<file path="config.mk">
export PLATFORM = sky130hd
export DESIGN_NAME = rf_wb_arbiter_flat
export DESIGN_NICKNAME = d
export VERILOG_FILES = /design/src/rtl/rv32i_pkg.sv /design/src/rtl/rf_wb_arbiter_if.sv /design/src/rtl/rr_arbiter.sv /design/src/rtl/rf_wb_arbiter.sv /design/src/flat_wrapper.sv
export SDC_FILE = /design/constraint.sdc
export NUM_CORES = 1
export LEC_CHECK = 0
export CORE_MARGIN = 2
export CORE_UTILIZATION = 25
export DETAILED_ROUTE_END_ITERATION = 16
export PLACE_DENSITY_LB_ADDON = 0.15
export RECOVER_POWER = 100
export SLEW_MARGIN = 20
export SYNTH_ARGS = -nofsm -noshare
export SYNTH_HDL_FRONTEND = slang
export SYNTH_SLANG_ARGS = --single-unit
</file>
<file path="constraint.sdc">
create_clock -name clock -period 2.7 [get_ports clock]
set_input_delay 0.54 -clock clock [delete_from_list [all_inputs] [get_ports clock]]
set_output_delay 0.54 -clock clock [all_outputs]
set_load 0.01 [all_outputs]
</file>
<file path="src/rtl/rv32i_pkg.sv">
// rv32i_pkg: shared RV32I widths and types for register file, decode and write-back.
package rv32i_pkg;
    localparam int XLEN     = 32;
    localparam int REG_AW   = 5;
    localparam int NUM_REGS = 1 << REG_AW;
    typedef logic [REG_AW-1:0] reg_addr_t;
    typedef logic [XLEN-1:0]   xlen_t;
endpackage

</file>
<file path="src/rtl/rf_wb_arbiter_if.sv">
// rf_wb_arbiter_if: write-back request bus between producers and the arbiter.
interface rf_wb_arbiter_if #(
    parameter int NUM_REQ = 3,
    parameter int XLEN    = rv32i_pkg::XLEN,
    parameter int REG_AW  = rv32i_pkg::REG_AW
);
    logic [NUM_REQ-1:0]        req_valid;
    logic [NUM_REQ*REG_AW-1:0] req_addr;
    logic [NUM_REQ*XLEN-1:0]   req_data;
    logic [NUM_REQ-1:0]        req_ready;
    modport master (output req_valid, req_addr, req_data, input req_ready);
    modport slave  (input req_valid, req_addr, req_data, output req_ready);
endinterface

</file>
<file path="src/rtl/rr_arbiter.sv">
// rr_arbiter: combinational round-robin pick starting at ptr; one-hot grant plus index.
module rr_arbiter #(
    parameter int N = 3,
    parameter int W = $clog2(N)
) (
    input  logic [N-1:0] req,
    input  logic [W-1:0] ptr,
    output logic [N-1:0] gnt,
    output logic [W-1:0] idx
);
    // Scanning from the far end lets the nearest requester after ptr overwrite the rest.
    always_comb begin
        gnt = '0;
        idx = '0;
        for (int k = N - 1; k >= 0; k--) begin
            if (req[(int'(ptr) + k) % N]) begin
                gnt = N'(1) << ((int'(ptr) + k) % N);
                idx = W'((int'(ptr) + k) % N);
            end
        end
    end
endmodule

</file>
<file path="src/rtl/rf_wb_arbiter.sv">
// rf_wb_arbiter: round-robin share of the register-file write port with a
// pending-write scoreboard for decode's RAW hazard checks.
module rf_wb_arbiter #(
    parameter int NUM_REQ = 3,
    parameter int XLEN    = rv32i_pkg::XLEN,
    parameter int REG_AW  = rv32i_pkg::REG_AW,
    parameter int GW      = $clog2(NUM_REQ)
) (
    input  logic              clock,
    input  logic              reset_n,
    rf_wb_arbiter_if.slave    bus,
    input  logic              rsv_valid,
    input  logic [REG_AW-1:0] rsv_addr,
    input  logic [REG_AW-1:0] rs1_addr,
    input  logic [REG_AW-1:0] rs2_addr,
    output logic              rs1_busy,
    output logic              rs2_busy,
    output logic              rf_we,
    output logic [REG_AW-1:0] rf_waddr,
    output logic [XLEN-1:0]   rf_wdata,
    output logic [GW-1:0]     grant_id
);
    localparam int NR = 1 << REG_AW;
    logic [GW-1:0]     rr_ptr, idx;
    logic [NUM_REQ-1:0] gnt;
    logic [NR-1:0]     busy, clr, set;
    logic [REG_AW-1:0] win_addr;
    logic [XLEN-1:0]   win_data;
    logic              xfer;
    rr_arbiter #(.N(NUM_REQ), .W(GW)) u_rr (
        .req (bus.req_valid),
        .ptr (rr_ptr),
        .gnt (gnt),
        .idx (idx)
    );
    assign bus.req_ready = reset_n ? gnt : '0;
    assign xfer     = |bus.req_ready;
    assign win_addr = bus.req_addr[int'(idx)*REG_AW +: REG_AW];
    assign win_data = bus.req_data[int'(idx)*XLEN +: XLEN];
    assign clr      = xfer ? NR'(1) << win_addr : '0;
    assign set      = rsv_valid ? NR'(1) << rsv_addr : '0;
    // The output-stage term covers the cycle before the write lands in the register file.
    assign rs1_busy = busy[rs1_addr] | (rf_we && rf_waddr == rs1_addr && rs1_addr != '0);
    assign rs2_busy = busy[rs2_addr] | (rf_we && rf_waddr == rs2_addr && rs2_addr != '0);
    always_ff @(posedge clock or negedge reset_n) begin
        if (!reset_n) begin
            rf_we    <= 1'b0;
            rf_waddr <= '0;
            rf_wdata <= '0;
            grant_id <= '0;
            rr_ptr   <= '0;
            busy     <= '0;
        end else begin
            rf_we <= xfer && win_addr != '0;
            if (xfer) rr_ptr <= idx == GW'(NUM_REQ - 1) ? '0 : idx + 1'b1;
            if (xfer && win_addr != '0) begin
                rf_waddr <= win_addr;
                rf_wdata <= win_data;
                grant_id <= idx;
            end
            // Reserve is applied after clear so a same-cycle reserve keeps the register busy.
            busy <= ((busy & ~clr) | set) & ~NR'(1);
        end
    end
endmodule

</file>
<file path="src/flat_wrapper.sv">
// flat-port wrapper written by rule: the top's interface ports become plain ports
module rf_wb_arbiter_flat 
#(
    parameter int NUM_REQ = 3,
    parameter int XLEN    = rv32i_pkg::XLEN,
    parameter int REG_AW  = rv32i_pkg::REG_AW,
    parameter int GW      = $clog2(NUM_REQ)
)
  (clock, reset_n, rsv_valid, rsv_addr, rs1_addr, rs2_addr, rs1_busy, rs2_busy, rf_we, rf_waddr, rf_wdata, grant_id, bus_req_valid, bus_req_addr, bus_req_data, bus_req_ready);
  rf_wb_arbiter_if #(.NUM_REQ(NUM_REQ), .XLEN(XLEN), .REG_AW(REG_AW)) bus_i ();
  input  logic clock;
  input  logic reset_n;
  input  logic rsv_valid;
  input  logic [REG_AW-1:0] rsv_addr;
  input  logic [REG_AW-1:0] rs1_addr;
  input  logic [REG_AW-1:0] rs2_addr;
  output logic rs1_busy;
  output logic rs2_busy;
  output logic rf_we;
  output logic [REG_AW-1:0] rf_waddr;
  output logic [XLEN-1:0] rf_wdata;
  output logic [GW-1:0] grant_id;
  input wire logic [$bits(bus_i.req_valid)-1:0] bus_req_valid;
  input wire logic [$bits(bus_i.req_addr)-1:0] bus_req_addr;
  input wire logic [$bits(bus_i.req_data)-1:0] bus_req_data;
  output wire logic [$bits(bus_i.req_ready)-1:0] bus_req_ready;
  assign bus_i.req_valid = bus_req_valid;
  assign bus_i.req_addr = bus_req_addr;
  assign bus_i.req_data = bus_req_data;
  assign bus_req_ready = bus_i.req_ready;
  rf_wb_arbiter #(.NUM_REQ(NUM_REQ), .XLEN(XLEN), .REG_AW(REG_AW), .GW(GW)) u_core (.clock(clock), .reset_n(reset_n), .bus(bus_i), .rsv_valid(rsv_valid), .rsv_addr(rsv_addr), .rs1_addr(rs1_addr), .rs2_addr(rs2_addr), .rs1_busy(rs1_busy), .rs2_busy(rs2_busy), .rf_we(rf_we), .rf_waddr(rf_waddr), .rf_wdata(rf_wdata), .grant_id(grant_id));
endmodule
</file>
==> results of run 1 <==
final timing paths:
check,slack [ns],endpoint,startpoint,cells after the start
worst max register to register,-0.11,u_core.grant_id[0],u_core.rr_ptr[0],13
worst max-delay path,-0.11,u_core.grant_id[0],u_core.rr_ptr[0],13
worst min-delay path,0.51,u_core.rf_wdata[17],u_core.rf_wdata[17],1
max in group asynchronous,0.80,u_core.rf_wdata[5],reset_n,2
min in group asynchronous,0.69,u_core.grant_id[1],reset_n,2
worst min register to register,0.51,u_core.rf_wdata[17],u_core.rf_wdata[17],1
through the flow:
step,instances,instance area (um2)
floorplan,529,4940
global route,1043,8260
finish,1043,8260
CTS,1041,8060
detailed placement,1003,7410
global placement,1003,7410
cells in the final DEF (no fill, tap or decap), types with 9 or more instances in the layout:
| cell type | netlist | routed |
|---|---|---|
| buf_4 | 2 | 71 |
| a31oi_1 | 33 | 33 |
| dfrtp_1 | 73 | 73 |
| clkbuf_16 | 0 | 9 |
| dlygate4sd3_1 | 0 | 40 |
| nand2b_1 | 9 | 9 |
| o21ai_1 | 3 | 10 |
| nand2_1 | 147 | 146 |
| nor2_1 | 46 | 45 |
| clkdlybuf4s50_1 | 0 | 122 |
| mux2_4 | 28 | 29 |
| o21ai_0 | 25 | 9 |
| mux4_2 | 18 | 18 |
| buf_6 | 4 | 14 |
metal layers:
metal	vias up	wire length, um	global-route usage
met3	27	1010	0.0370
met5	-	0	0
met2	165	8320	0.294
met4	0	427	0.0650
li1	2388	-	-
met1	2375	7870	0.219
worst max-delay path: cells and delay by family, from the launching register on:
kind,cells,cell delay [ns]
AOI/OAI and AO/OA,4,0.93
buffers and inverters,4,0.52
and+or+nand+nor,3,0.39
DFF,1,0.37
muxes,1,0.29
adders and majority gates,1,0.18
synthesized netlist by cell type (2+ instances only):
cell type    n
ha_1         3
mux2_4      28
a31oi_1     33
clkbuf_1    15
nor3_1       5
o21ai_0     25
buf_4        2
a21o_1       4
mux4_2      18
and2_1       2
buf_1        8
o31ai_1     16
nor4_1       3
xor2_1       6
buf_6        4
mux2i_1      5
nand4_1      6
a22o_1       5
xnor2_1      2
o21ai_1      3
mux2_2       7
o22ai_1      2
a21oi_1      5
nand2b_1     9
dfrtp_1     73
nand2_1    147
nor2b_1      4
o211ai_1     3
a41oi_1      2
nand3_1      7
nor2_1      46
inv_1        5
a22oi_1      2
o211a_1      3
nand3b_1     2
sequential cells by signal (all words and copies together) (netlist names):
signal and count:
u_core.rf_we 1, u_core.rr_ptr 2, u_core.grant_id 2, u_core.rf_waddr 5, u_core.busy 31, u_core.rf_wdata 32
power groups by stage:
stage | clock network (mW) | logic (mW) | registers (mW)
after floorplan | 0 | 3.99 | 2.14
after global placement | 0 | 6.49 | 2.14
after CTS | 1.26 | 7.41 | 2.16
after detailed placement | 0 | 6.57 | 2.15
after global routing | 1.29 | 8.28 | 2.25
final | 1.22 | 7.67 | 2.17
cells by family after synthesis:
family | share of synthesized area
flip-flops | 0.376
AO/OA/AOI/OAI | 0.164
buffers and inverters | 0.0363
multiplexers | 0.196
adder cells (fa/ha/maj) | 0.00772
AND/OR/NAND/NOR | 0.205
XOR/XNOR | 0.0144
repair_timing:
action	CTS	global route
endpoints found under the hold margin	0	0
setup buffers	17	3
pin swaps	23	17
cloned	5	0
endpoints found under the setup margin	61	75
resized for setup	79	52
cell type report:
cell class / count / area (um2) / share of cell area
well taps: 260 / 325 / 0.0394
repair buffers: 264 / 2500 / 0.303
clock buffers: 12 / 246 / 0.0298
inverters: 6 / 48.8 / 0.00591
repair inverters: 4 / 58.8 / 0.00712
multi-input cells: 420 / 3210 / 0.388
flip-flops and latches: 73 / 1830 / 0.221
clock inverters: 4 / 51.3 / 0.00621
==> flow_summary.toml, run 1 <==
[global_route]
grt_pass1_vias = 5158
grt_overflow_total = 0
grt_pass1_wl_mm = 27.3
grt_usage = 0.174
antenna_found_initial = 0
grt_max_degree = 65

[critical_path]
path_class = "register to register"
startpoint_type = "register"
critPathArrivalTime_ns = 3.03
endpoint_kind = "register"
crit_slowest_cell = "dfrtp_1"
crit_fanout = 9
slowest_delay_ns = 0.37
cpMostUsedCell = "buf_4"
crit_required_ns = 2.92
crit_chain = "buf_4 > ha_4 > nand2b_1 > a21o_1 > buf_4 > a41o_4 > nand4_1 > o211a_4 > nand4_4 > o21ai_4 > buf_12 > inv_16 > mux2_4"

[floorplanning]
start_util = 0.257
core_area_um2 = 18900
rows = 50
io_pins = 177
design.die.area_um2 = 20600
die_w_um = 143
fp.dieH_um = 143

[clock_network]
cts_tree = "done"
cts.sinks = 73
cts_buffers = 9
htree_levels = 3
ctsHoldBuffers = 0
cts-root-buf = "clkbuf_16"
clk_latency_ns = 0.34
clock_path_buffers = 2
clkTransAtPathRegs_ns = 0.06

[power_and_ir_drop]
p_int_mw = 6.47
combPwrFrac = 0.693
fin_total_pwr_mw = 11.1
p_clk_frac = 0.110
power_switching_share = 0.415
power_leakage_nw = 3.49
sequentialPowerShare = 0.197
power_switching_mw = 4.59
ir_drop_uv = 632
powerDensity_nw_per_um2 = 1340

[synthesis]
syn_nets = 664
synthFlopType = "dfrtp_1"
synth_top_area_share = 0.376
synth_area_leader_cell = "dfrtp_1"
netlist_area_um2 = 4860
yosys-top-cells-area = "dfrtp_1 (38%), nand2_1 (11%), mux2_4 (8.7%)"
synth_edf_count = 0
synth-async-reset-ratio = 1.00
avgSynthCellArea_um2 = 9.19
yosysWarnings = 0
syn_inst = 529
synth.distinct_cells = 54
synth-seq-cells = 73
yosysSeqAreaShare = 0.376

[placed_design]
hpwl_mm = 12.9
io_buffers = 176
gp_congestion = 0.873
pre_cts_ws_ns = -0.790

[final_layout]
syn2layout_area_growth_pct = 70.0
final_util = 0.437
n_antenna_cell = 0
nFillCells = 1834
final_nets = 913
layout-drive-gt1-share = 0.282

[timing]
grt_setup_unrepaired = "yes"
period_share = 1.04
worst_clock_skew_ns = 0.00528
worst_slack_ns = -0.112
slew_violations = 61
finalHoldViolCount = 0
period_needed_ns = 2.81
setup_viol = 41
slew_headroom = -0.00767
fin_tns_setup_ns = -3.48
whs_ns = 0.505
tightestPinTransition_ns = 1.51
fmaxAchievable_ghz = 0.356

[route]
postRouteAntennaNets = 0
routedWlPerCell_um = 16.9
drt_iter0_markers = 221
via_per_inst = 4.75
dr.pass1.iters = 6
drc = 0
via_count = 4955
wl_mm = 17.6

[worst_hold_path]
hp-class = "register to register"

[status]
violations = "capacitance limit, slew limit, setup timing"
status = "finished with violations"

[flow_run]
drv_cap = 1
(Power assumes the default switching activity.)
==> run 2: changes to the inputs <==
--- a/config.mk
+++ b/config.mk
@@ -5,8 +5,10 @@
 export SDC_FILE = /design/constraint.sdc
 export NUM_CORES = 1
 export LEC_CHECK = 0
+export CELL_PAD_IN_SITES_DETAIL_PLACEMENT = 0
+export CELL_PAD_IN_SITES_GLOBAL_PLACEMENT = 1
 export CORE_MARGIN = 2
-export CORE_UTILIZATION = 25
+export CORE_UTILIZATION = 30
 export DETAILED_ROUTE_END_ITERATION = 16
 export PLACE_DENSITY_LB_ADDON = 0.15
 export RECOVER_POWER = 100
==> run 2 against run 1 <==
The flow finishes with violations (setup timing). Sequential power rose by 2%. Critical path depth rose by 1. Sequential cell count did not move. Critical endpoint is now u_core.rf_wdata[25].
==> flow_summary.toml, run 2 (synthesized netlist as in run 1, its figures left out) <==
[clock_network]
htree_levels = 3
cts_tree = "done"
clock_path_buffers = 2
clk_latency_ns = 0.34
cts.sinks = 73
cts_buffers = 9
cts-root-buf = "clkbuf_16"
clkTransAtPathRegs_ns = 0.06
ctsHoldBuffers = 0

[route]
routedWlPerCell_um = 17.0
dr.pass1.iters = 4
drt_iter0_markers = 229
drc = 0
postRouteAntennaNets = 0
wl_mm = 17.1
via_per_inst = 4.93
via_count = 4959

[power_and_ir_drop]
sequentialPowerShare = 0.194
fin_total_pwr_mw = 11.4
ir_drop_uv = 628
power_switching_mw = 4.56
powerDensity_nw_per_um2 = 1360
combPwrFrac = 0.699
power_leakage_nw = 3.54
p_clk_frac = 0.107
p_int_mw = 6.85
power_switching_share = 0.400

[timing]
finalHoldViolCount = 0
period_needed_ns = 2.83
fmaxAchievable_ghz = 0.354
setup_viol = 41
tightestPinTransition_ns = 0.701
grt_setup_unrepaired = "yes"
worst_slack_ns = -0.125
fin_tns_setup_ns = -3.88
slew_violations = 0
period_share = 1.05
worst_clock_skew_ns = 0.00376
slew_headroom = 0.531

[final_layout]
regMostFlops = "u_core.rf_wdata"
final_cell_mix = "clkdlybuf4s50_1 (163), nand2_1 (145), dfrtp_1 (73)"
multi_input_area_um2 = 3250
final_nets = 919
largest_reg_flops = 32
regArea_um2 = 1830
nFillCells = 1454
syn2layout_area_growth_pct = 72.5
largestRegisters = "u_core.rf_wdata: 32 flops, u_core.busy: 31 flops, u_core.rf_waddr: 5 flops"
layout-drive-gt1-share = 0.294
mostFrequentLayoutCell = "clkdlybuf4s50_1"
n_antenna_cell = 0

[critical_path]
critPathArrivalTime_ns = 3.04
r2r_cells = 14
crit_required_ns = 2.92
cpMostUsedCell = "o21ai_4"
slowest_delay_ns = 0.42
endpoint_kind = "register"
crit_chain = "inv_2 > ha_4 > mux2i_4 > buf_6 > o22ai_4 > a41oi_2 > buf_4 > o21ai_4 > a31o_4 > nand4_4 > o21ai_4 > inv_6 > buf_16 > mux2_4"
path_class = "register to register"
crit_fanout = 10
crit_slowest_cell = "dfrtp_1"
startpoint_type = "register"

[floorplanning]
design.die.area_um2 = 17200
io_pins = 177
rows = 46
core_area_um2 = 15900
die_w_um = 131
fp.dieH_um = 131
start_util = 0.306

[global_route]
grt_pass1_vias = 5088
grt_max_degree = 65
grt_usage = 0.197
antenna_found_initial = 0
grt_pass1_wl_mm = 27.0
grt_overflow_total = 0

[flow_run]
drv_cap = 0

[status]
status = "finished with violations"
violations = "setup timing"

[placed_design]
hpwl_mm = 12.6
io_buffers = 176
gp_congestion = 0.839

[worst_hold_path]
hp-class = "input port to asynchronous set/reset pin"
==> run 2: cell types whose count changed in the layout (fill, tap and decap cells not counted), sizes merged, moves of 3 or more <==
| cell | change |
|---|---|
| clkdlybuf4s50 | +41 |
| buf | +10 |
| clkbuf | -3 |
| dlygate4sd3 | -40 |
| inv | -4 |
==> run 2: power by group through the flow <==
stage | Sequential [mW] | Combinational (mW) | Clock, mW
6_report | 2.21 | 7.98 | 1.22
2_1_floorplan | 2.14 | 3.99 | 0
3_3_place_gp | 2.15 | 6.52 | 0
3_5_place_dp | 2.16 | 6.62 | 0
4_1_cts | 2.18 | 7.39 | 1.24
5_1_grt | 2.28 | 8.60 | 1.29
==> run 2: critical path: cells and delay by family, from the launching register on <==
| family | cells | cell delay, ns |
|---|---|---|
| flip-flops | 1 | 0.42 |
| AND/OR/NAND/NOR | 1 | 0.10 |
| multiplexers | 2 | 0.48 |
| AO/OA/AOI/OAI | 5 | 0.82 |
| buffers and inverters | 5 | 0.68 |
| adder cells (fa/ha/maj) | 1 | 0.19 |
==> run 2: path summary, 6_finish.rpt <==
check / start / end / slack, ns
min reg2reg: u_core.rf_wdata[24] / u_core.rf_wdata[24] / 0.51
max in group asynchronous: reset_n / u_core.rf_wdata[6] / 1.94
max reg2reg: u_core.rr_ptr[1] / u_core.rf_wdata[25] / -0.13
min: reset_n / u_core.rf_waddr[1] / 0.06
min in group clock: u_core.rf_wdata[24] / u_core.rf_wdata[24] / 0.51
max: u_core.rr_ptr[1] / u_core.rf_wdata[25] / -0.13
==> run 2: repair_timing <==
action                     CTS  global route
setup buffers               14             9
pin swaps                   10            25
gates resized for setup     74            58
setup endpoints to repair   53            75
gates cloned                 4             1
==> run 2: layout make-up <==
class	count	area share
Clock inverter	4	0.00627
Tap cell	216	0.0322
Timing Repair Buffer	273	0.323
Sequential cell	73	0.218
Multi-Input combinational cell	421	0.387
Clock buffer	12	0.0294
Inverter	6	0.00328
==> run 2: through the flow <==
step	utilization	setup WS (ns)	cell area [um2]	instances	hold slack (ns)
after floorplan	-	0.00502	4940	529	0.244
after global placement	0.467	-0.791	7420	962	0.405
after detailed placement	0.467	-0.812	7420	962	0.406
after CTS	0.508	-0.103	8070	996	0.0486
after global routing	0.528	-0.217	8380	1005	0.0521
final	0.528	-0.125	8380	1005	0.0602
==> run 2: metal layers <==
layer  GRT usage  share of wire
met2       0.339           0.50
met5           0              0
met3      0.0424          0.066
met4      0.0537          0.014
met1       0.249           0.43
